`config.mk`:
```
export PLATFORM = sky130hd
export DESIGN_NAME = stall_ctrl
export DESIGN_NICKNAME = d
export VERILOG_FILES = /design/src/rtl/stall_ctrl.sv
export SDC_FILE = /design/constraint.sdc
export NUM_CORES = 1
export LEC_CHECK = 0
export BUFFER_PORTS_ARGS = -buffer_cell sky130_fd_sc_hd__buf_2
export CELL_PAD_IN_SITES_DETAIL_PLACEMENT = 0
export CELL_PAD_IN_SITES_GLOBAL_PLACEMENT = 2
export CORE_AREA = 2 2 142 117
export DETAILED_ROUTE_END_ITERATION = 8
export DIE_AREA = 0 0 144 119
export GPL_TIMING_DRIVEN = 0
export PLACE_DENSITY_LB_ADDON = 0.08
export SYNTH_ARGS = -nofsm -noshare
export SYNTH_HDL_FRONTEND = slang
export SYNTH_SLANG_ARGS = --single-unit
```
`constraint.sdc`:
```
create_clock -name clk -period 2.9 [get_ports clk]
set_input_delay 0.145 -clock clk [delete_from_list [all_inputs] [get_ports clk]]
set_output_delay 0.145 -clock clk [all_outputs]
set_load 0.1 [all_outputs]
```
`src/rtl/stall_ctrl.sv`:
```
// Pipeline hazard and stall controller: resolves load-use hazards, taken branches,
// data-memory waits and debug halts into PC / pipeline-register enables and flushes.
module stall_ctrl (
  input  logic        clk,
  input  logic        rst,
  input  logic [4:0]  id_rs1_addr,
  input  logic [4:0]  id_rs2_addr,
  input  logic        id_rs1_used,
  input  logic        id_rs2_used,
  input  logic [4:0]  ex_rd_addr,
  input  logic        ex_is_load,
  input  logic        ex_br_taken,
  input  logic [31:0] ex_br_target,
  input  logic        mem_busy,
  input  logic        halt_req,
  output logic        pc_enable,
  output logic        pc_redirect,
  output logic [31:0] pc_redirect_target,
  output logic        if_id_enable,
  output logic        id_ex_enable,
  output logic        ex_mem_enable,
  output logic        if_id_flush,
  output logic        id_ex_flush,
  output logic        halted,
  output logic [31:0] stall_cnt,
  output logic [15:0] flush_cnt
);

  typedef enum logic [1:0] {
    ST_RUN      = 2'd0,
    ST_MEM_WAIT = 2'd1,
    ST_DRAIN    = 2'd2,
    ST_HALT     = 2'd3
  } state_t;

  state_t      r_state;
  state_t      w_next_state;
  logic        r_pend_valid;
  logic        w_pend_valid_nxt;
  logic [31:0] r_pend_target;
  logic [31:0] w_pend_target_nxt;
  logic [31:0] r_stall_cnt;
  logic [15:0] r_flush_cnt;

  logic        w_rs1_hit;
  logic        w_rs2_hit;
  logic        w_lu;
  logic        w_run_eval;

  assign w_rs1_hit = id_rs1_used && (id_rs1_addr == ex_rd_addr);
  assign w_rs2_hit = id_rs2_used && (id_rs2_addr == ex_rd_addr);
  assign w_lu      = ex_is_load && (ex_rd_addr != 5'd0) && (w_rs1_hit || w_rs2_hit);

  // Cycles that apply the normal RUN priority: RUN itself, a memory wait ending
  // with no redirect pending, and a halt being released.
  assign w_run_eval = (r_state == ST_RUN) ||
                      ((r_state == ST_MEM_WAIT) && !mem_busy && !r_pend_valid) ||
                      ((r_state == ST_HALT) && !halt_req);

  // ---------------------------------------------------------------------------
  // State register
  // ---------------------------------------------------------------------------
  // NOTE: sequential state uses non-blocking assignments so every register
  // samples pre-edge values, independent of process evaluation order.
  always_ff @(posedge clk or posedge rst) begin
    if (rst) begin
      r_state       <= ST_RUN;
      r_pend_valid  <= 1'b0;
      r_pend_target <= 32'd0;
    end else begin
      r_state       <= w_next_state;
      r_pend_valid  <= w_pend_valid_nxt;
      r_pend_target <= w_pend_target_nxt;
    end
  end

  // ---------------------------------------------------------------------------
  // Next-state logic
  // ---------------------------------------------------------------------------
  // NOTE: every variable gets a default before any branch so no path leaves it
  // unassigned, which would otherwise infer a latch.
  always_comb begin
    w_next_state      = r_state;
    w_pend_valid_nxt  = r_pend_valid;
    w_pend_target_nxt = r_pend_target;

    if (w_run_eval) begin
      if (mem_busy) begin
        w_next_state = ST_MEM_WAIT;
        if (ex_br_taken) begin
          w_pend_valid_nxt  = 1'b1;
          w_pend_target_nxt = ex_br_target;
        end
      end else if (ex_br_taken) begin
        w_next_state = ST_RUN;
      end else if (halt_req) begin
        w_next_state = ST_HALT;
      end else begin
        w_next_state = ST_RUN;
      end
    end else begin
      case (r_state)
        // Reaching here with mem_busy low means a redirect is pending.
        ST_MEM_WAIT: if (!mem_busy) w_next_state = ST_DRAIN;
        ST_DRAIN: begin
          if (mem_busy) begin
            w_next_state = ST_MEM_WAIT;
          end else begin
            w_next_state     = ST_RUN;
            w_pend_valid_nxt = 1'b0;
          end
        end
        default: w_next_state = r_state;
      endcase
    end
  end

  // ---------------------------------------------------------------------------
  // Output logic
  // ---------------------------------------------------------------------------
  always_comb begin
    pc_enable          = 1'b1;
    pc_redirect        = 1'b0;
    pc_redirect_target = 32'd0;
    if_id_enable       = 1'b1;
    id_ex_enable       = 1'b1;
    ex_mem_enable      = 1'b1;
    if_id_flush        = 1'b0;
    id_ex_flush        = 1'b0;
    halted             = 1'b0;

    if (rst) begin
      pc_enable     = 1'b0;
      if_id_enable  = 1'b0;
      id_ex_enable  = 1'b0;
      ex_mem_enable = 1'b0;
      if_id_flush   = 1'b1;
      id_ex_flush   = 1'b1;
    end else if (w_run_eval) begin
      pc_redirect_target = ex_br_target;
      if (mem_busy) begin
        pc_enable     = 1'b0;
        if_id_enable  = 1'b0;
        id_ex_enable  = 1'b0;
        ex_mem_enable = 1'b0;
      end else if (ex_br_taken) begin
        pc_redirect = 1'b1;
        if_id_flush = 1'b1;
        id_ex_flush = 1'b1;
      end else if (halt_req || w_lu) begin
        pc_enable    = 1'b0;
        if_id_enable = 1'b0;
        id_ex_flush  = 1'b1;
      end
    end else begin
      case (r_state)
        ST_MEM_WAIT: begin
          pc_enable     = 1'b0;
          if_id_enable  = 1'b0;
          id_ex_enable  = 1'b0;
          ex_mem_enable = 1'b0;
        end
        ST_DRAIN: begin
          pc_redirect_target = r_pend_target;
          if (mem_busy) begin
            pc_enable     = 1'b0;
            if_id_enable  = 1'b0;
            id_ex_enable  = 1'b0;
            ex_mem_enable = 1'b0;
          end else begin
            pc_redirect = 1'b1;
            if_id_flush = 1'b1;
            id_ex_flush = 1'b1;
          end
        end
        ST_HALT: begin
          halted       = 1'b1;
          pc_enable    = 1'b0;
          if_id_enable = 1'b0;
          id_ex_flush  = 1'b1;
          if (mem_busy) begin
            id_ex_enable  = 1'b0;
            ex_mem_enable = 1'b0;
          end
        end
        default: halted = 1'b0;
      endcase
    end
  end

  // ---------------------------------------------------------------------------
  // Saturating performance counters
  // ---------------------------------------------------------------------------
  always_ff @(posedge clk or posedge rst) begin
    if (rst) begin
      r_stall_cnt <= 32'd0;
      r_flush_cnt <= 16'd0;
    end else begin
      if (!pc_enable && (r_stall_cnt != 32'hFFFF_FFFF)) r_stall_cnt <= r_stall_cnt + 32'd1;
      if (pc_redirect && (r_flush_cnt != 16'hFFFF))     r_flush_cnt <= r_flush_cnt + 16'd1;
    end
  end

  assign stall_cnt = r_stall_cnt;
  assign flush_cnt = r_flush_cnt;

endmodule

```
==> results of run 1 <==
[layout by cell type (no fill, tap or decap), types with 2 or more instances in the layout]
cell         n
buf_2      147
dfrtp_1     83
nand2_1     54
xor2_1      41
a21oi_1     37
mux2_2      33
nand3b_1    32
nor3_1      31
nand4_1     18
nand3_1     17
nor2_1      15
xnor2_1     15
clkbuf_1    14
clkbuf_16    9
inv_1        8
and3_1       6
buf_4        5
nor4_1       4
o21ai_0      4
nand2b_1     3
o21ai_1      3
clkbuf_2     3
nor4_2       3
nor3b_1      2
buf_6        2
or2_2        2
ha_1         2
clkbuf_8     2
bufinv_16    2
buf_12       2
[area by class of cell]
| class | instances | area share (%) |
|---|---|---|
| tap | 220 | 4.60 |
| sequential | 83 | 34.7 |
| timing repair buffer | 140 | 12.2 |
| multi-input combinational | 345 | 39.4 |
| inverter | 10 | 0.690 |
| buffer | 34 | 2.95 |
| clock inverter | 4 | 1.23 |
| clock buffer | 11 | 4.22 |
[worst max path at each step]
stage	from	endpoint	slack, ns	depth (start not counted)
floorplan	rst	id_ex_flush	-0.47	3
global placement	rst	if_id_flush	-0.72	4
detailed placement	rst	id_ex_flush	0.35	5
CTS	r_pend_valid	pc_redirect_target[1]	0.14	7
global route	r_state[1]	pc_redirect_target[25]	0.07	5
finish	r_pend_valid	pc_enable	0.24	7
[power groups by stage]
stage,Clock [W],Combinational (W),Sequential (W)
after detailed placement,0,0.00255,0.00178
after global routing,0.00138,0.00268,0.00181
final,0.00128,0.00254,0.00175
after CTS,0.00132,0.00256,0.00176
after floorplan,0,0.00127,0.00259
after global placement,0,0.00253,0.00176
[layer usage]
metal  share of wire [%]  GRT usage [%]  up-vias
met1                  49           23.0     2019
li1                    -              -     1952
met4                0.98           4.23        0
met2                  43           23.6      116
met5                   0              0        -
met3                 6.5           4.46        9
[cell families (layout without fill, tap and decap cells)]
kind of cell             count (synthesis)  in the layout
flip-flops                              83             83
multiplexers                            34             34
adder cells (fa/ha/maj)                  2              2
AO/OA/AOI/OAI                           55             55
AND/OR/NAND/NOR                        198            198
buffers and inverters                   44            199
XOR/XNOR                                56             56
[through the flow]
step	hold WS, ns	setup slack [ns]
2_1_floorplan	0.295	-0.468
4_1_cts	0.0314	0.141
3_3_place_gp	0.392	-0.717
5_1_grt	0.0337	0.0659
3_5_place_dp	0.397	0.355
6_report	0.0488	0.242
[sequential cells by signal, summed over array words and instances (netlist names)]
signal	cells
stall_cnt	32
r_pend_valid	1
r_pend_target	32
flush_cnt	16
r_state	2
==> out/qor.yml, run 1 <==
outcome:
  outcome: "finished clean"
sta:
  finalSetupTns_ns: 0
  slew_headroom_pct: 42.8
  worst_slew_pin_slew_ns: 0.851
  hold_viol: 0
  maxSlewViolCount: 0
  max_freq_mhz: 376
  rsz0062_at_grt: "no"
  post-route-period-util_pct: 91.7
  finalSetupViolCount: 0
  period_needed_ns: 2.66
  clock_skew_ns: 0.00548
worst_setup_path:
  end_kind: "primary output"
  r2r_slack_ns: 0.62
  startpoint_type: "flop"
  crit_slowest_cell: "dfrtp_1"
  cp_num_buf_inv: 4
  cp.required_ns: 2.76
  crit_type: "flop to primary output"
  path_cells: "nor2_1 -> o211a_1 -> buf_2 -> a41oi_2 -> buf_4 -> buf_4 -> buf_2"
  cp_slowest_stage_delay_ns: 0.50
  critPathTopFamily: "buffers and inverters"
  worstRegToRegCells: 6
  r2r-end: "stall_cnt[20]"
  crit_fanout: 11
  critPathArrivalTime_ns: 2.51
  r2r_start: "stall_cnt[0]"
synth:
  ys_warn_count: 0
  synthAdderAreaFrac_pct: 0.541
  seq_area_frac_synth_pct: 44.9
  synth_compound_area_share_pct: 7.31
  ys.flop_type: "dfrtp_1"
  synth_mux_area_share_pct: 8.28
  synthDistinctLibCells: 49
  synth_top_family_by_area: "simple AND/OR/NAND/NOR gates"
  ys_ff_latch: 83
  syn_nets: 529
  synth_most_common_cell: "dfrtp_1"
  synth-edff-count: 0
  syn_area_um2: 4620
  synthTopCellsByArea: "dfrtp_1 (45%), mux2_2 (8.0%), xor2_1 (7.8%), nand3b_1 (5.2%), nand2_1 (4.4%)"
  synth-simple-area-share_pct: 23.8
  yosys-top-cells-count: "dfrtp_1 (83), nand2_1 (54), xor2_1 (41), a21oi_1 (37), mux2_2 (33)"
  synth_async_sr_flop_share_pct: 100
  synth_cells: 472
  synth_xor_area_share_pct: 10.6
  syn_avg_cell_area_um2: 9.79
  yosysTopAreaCell: "dfrtp_1"
  synth_top_area_share_pct: 44.9
layout:
  area_growth_pct: 29.4
  regArea_um2: 2080
  layout.cells.non_filler: 847
  n_fill_cell: 1664
  post-route-util_pct: 37.6
  n_antenna_cell: 0
  nets: 680
  drive_gt1_share_pct: 35.7
  finalInstanceArea_um2: 5980
  multi_input_area_um2: 2360
route:
  num_vias: 4096
  ant_nets: 0
  post_drt_wl_per_cell_um: 15.9
  wirelength_um: 13400
  dr.pass1.iters: 4
  drc: 0
  via_per_inst: 4.84
  detail_route.iter0.violations: 213
grt:
  grt_pass1_vias: 4026
  antenna_found_initial: 0
  grt_overflow: 0
  grt_max_degree: 34
  grt_pass1_wl_um: 21300
  grtUsageTotal_pct: 16.0
floorplan:
  initial_core_util_pct: 29.0
  core_area_um2: 15900
  rows: 42
  die_area_um2: 17100
  die_w_um: 144
  io_pins: 143
  die_h_um: 119
clock_tree:
  post_cts_buffers: 0
  clk_pin_slew_ns: 0.06
  clock-sinks: 83
  clk_latency_ns: 0.34
  cts_tree: "done"
  post_cts_resized: 0
  htreeDepth: 3
  cts_buffers: 9
  ctsHoldBuffers: 0
  clockBufferDepth: 2
  root_buffer: "clkbuf_16"
placement:
  placedInstanceArea_um2: 5650
  portBuffers: 138
  hpwl_um: 9640
  place_congestion: 0.741
  dp.cells: 832
power:
  ir_drop_mv: 0.613
  power.internal_w: 0.00285
  seq_power_share_pct: 31.5
  comb_power_share_pct: 45.5
  p_total_w: 0.00557
  switching_share_pct: 48.8
  leakagePower_nw: 2.71
  switchingPower_w: 0.00272
  power_frac_clock_pct: 23.0
  p_per_area_nw_per_um2: 931
min_path:
  hold_end: "r_pend_target[26]"
  worstHoldStart: "ex_br_target[26]"
  hp-class: "input port to flop"
  whs_path_depth: 2
run:
  cap_violations: 0
Power figures use the tool's default switching activity.
==> run 2, diff against run 1 <==
CORE_AREA = 2 2 128 130   (was 2 2 142 117)
DIE_AREA = 0 0 130 132   (was 0 0 144 119)
clock period = 3.28 ns   (was 2.9 ns; I/O delays follow)
==> out/qor.yml, run 2 (synthesis gave the netlist of run 1 again) <==
outcome:
  outcome: "finished clean"
grt:
  grt_pass1_vias: 4106
  grt_pass1_wl_um: 21400
  antenna_found_initial: 0
  grt_overflow: 0
  grt_max_degree: 37
  grtUsageTotal_pct: 15.7
layout:
  n_antenna_cell: 0
  drive_gt1_share_pct: 35.0
  area_growth_pct: 28.8
  layout.cells.non_filler: 844
  layout_commonest_cell: "buf_2"
  nets: 680
  n_fill_cell: 1620
  mostFrequentLayoutCells: "buf_2 (148), dfrtp_1 (83), nand2_1 (54)"
floorplan:
  die_h_um: 132
  initial_core_util_pct: 29.4
  die_w_um: 130
  core_area_um2: 15700
  die_area_um2: 17200
  io_pins: 143
  rows: 46
placement:
  hpwl_um: 9450
  post-place-ws_ns: 0.718
  place_congestion: 0.790
  portBuffers: 138
  dp.cells: 828
clock_tree:
  cts_tree: "done"
  cts_buffers: 9
  clockBufferDepth: 2
  clk_pin_slew_ns: 0.06
  clock-sinks: 83
  ctsHoldBuffers: 0
  root_buffer: "clkbuf_16"
  post_cts_buffers: 0
  post_cts_resized: 0
  clk_latency_ns: 0.35
  htreeDepth: 3
sta:
  rsz0062_at_grt: "no"
  finalSetupViolCount: 0
  post-route-period-util_pct: 87.4
  max_freq_mhz: 349
  clock_skew_ns: 0.00862
  hold_viol: 0
  worst_slew_pin_slew_ns: 0.834
  slew_headroom_pct: 44.0
  period_needed_ns: 2.87
  maxSlewViolCount: 0
  fin_ws_ns: 0.414
  finalSetupTns_ns: 0
worst_setup_path:
  cp_num_buf_inv: 4
  crit_type: "flop to primary output"
  worstRegToRegCells: 6
  worstSetupPathDepth: 7
  r2r_slack_ns: 1.11
  path_common_cell: "buf_2"
  crit_fanout: 11
  crit_slowest_cell: "dfrtp_1"
  critPathTopFamily: "buffers and inverters"
  critPathArrivalTime_ns: 2.70
  path_cells: "inv_2 -> a311oi_4 -> o21ai_1 -> a41oi_2 -> buf_2 -> buf_4 -> buf_2"
  cp_slowest_stage_delay_ns: 0.45
  cp.required_ns: 3.12
  startpoint_type: "flop"
  end_kind: "primary output"
power:
  ir_drop_mv: 0.710
  p_per_area_nw_per_um2: 818
  p_total_w: 0.00487
  leakagePower_nw: 2.69
run:
  cap_violations: 0
route:
  detail_route.iter0.violations: 166
  post_drt_wl_per_cell_um: 15.5
  drc: 0
  dr.pass1.iters: 5
  num_vias: 4044
  ant_nets: 0
  via_per_inst: 4.79
  wirelength_um: 13100
min_path:
  hp-class: "input port to asynchronous set/reset pin"
-- run 2: per-stage QoR --
step | hold slack, ns | instance area, µm² | utilization (%)
after floorplan | 0.314 | 4640 | -
after global routing | 0.0592 | 5960 | 37.9
after detailed placement | 0.419 | 5640 | 35.9
after global placement | 0.412 | 5600 | 35.6
final | 0.0587 | 5960 | 37.9
after CTS | 0.0524 | 5960 | 37.9
-- run 2: power by group --
| group | leakage (nW) | switching, W | internal (W) |
|---|---|---|---|
| clock network | 0.149 | 0.000439 | 0.000669 |
| registers | 0.963 | 0.000229 | 0.00131 |
| logic | 1.57 | 0.00172 | 0.000499 |
| total | 2.69 | 0.00239 | 0.00248 |
-- run 2: worst paths after layout --
check                                 start           endpoint
setup / recovery                 r_state[1]          pc_enable
hold / removal                          rst  r_pend_target[18]
setup reg to reg               stall_cnt[0]      stall_cnt[20]
hold reg to reg               stall_cnt[27]      stall_cnt[27]
max in group asynchronous               rst   r_pend_target[5]
min in group clk           ex_br_target[22]  r_pend_target[22]
-- run 2: cell type report --
class / instances / area (µm²) / area share (%)
Inverter: 10 / 41.3 / 0.693
Multi-Input combinational cell: 345 / 2350 / 39.4
Tap cell: 216 / 270 / 4.54
Clock buffer: 10 / 229 / 3.84
Clock inverter: 6 / 88.8 / 1.49
Sequential cell: 83 / 2080 / 34.9
Buffer: 34 / 170 / 2.86
Timing Repair Buffer: 140 / 731 / 12.3
-- run 2: per-layer routing --
layer / up-vias / GRT usage, % / part of all wire (%)
li1: 1958 / - / -
met1: 1966 / 20.0 / 46
met2: 102 / 25.8 / 48
met3: 18 / 2.80 / 4.0
met4: 0 / 7.05 / 2.4
met5: - / 0 / 0
-- run 2: worst register-to-register path, delay by kind of cell, from the launching register on --
kind / cells / cell delay (ns)
xor gates and xnor gates: 1 / 0.17
adders and majority gates: 1 / 0.21
DFF: 1 / 0.41
and+or+nand+nor: 4 / 1.31
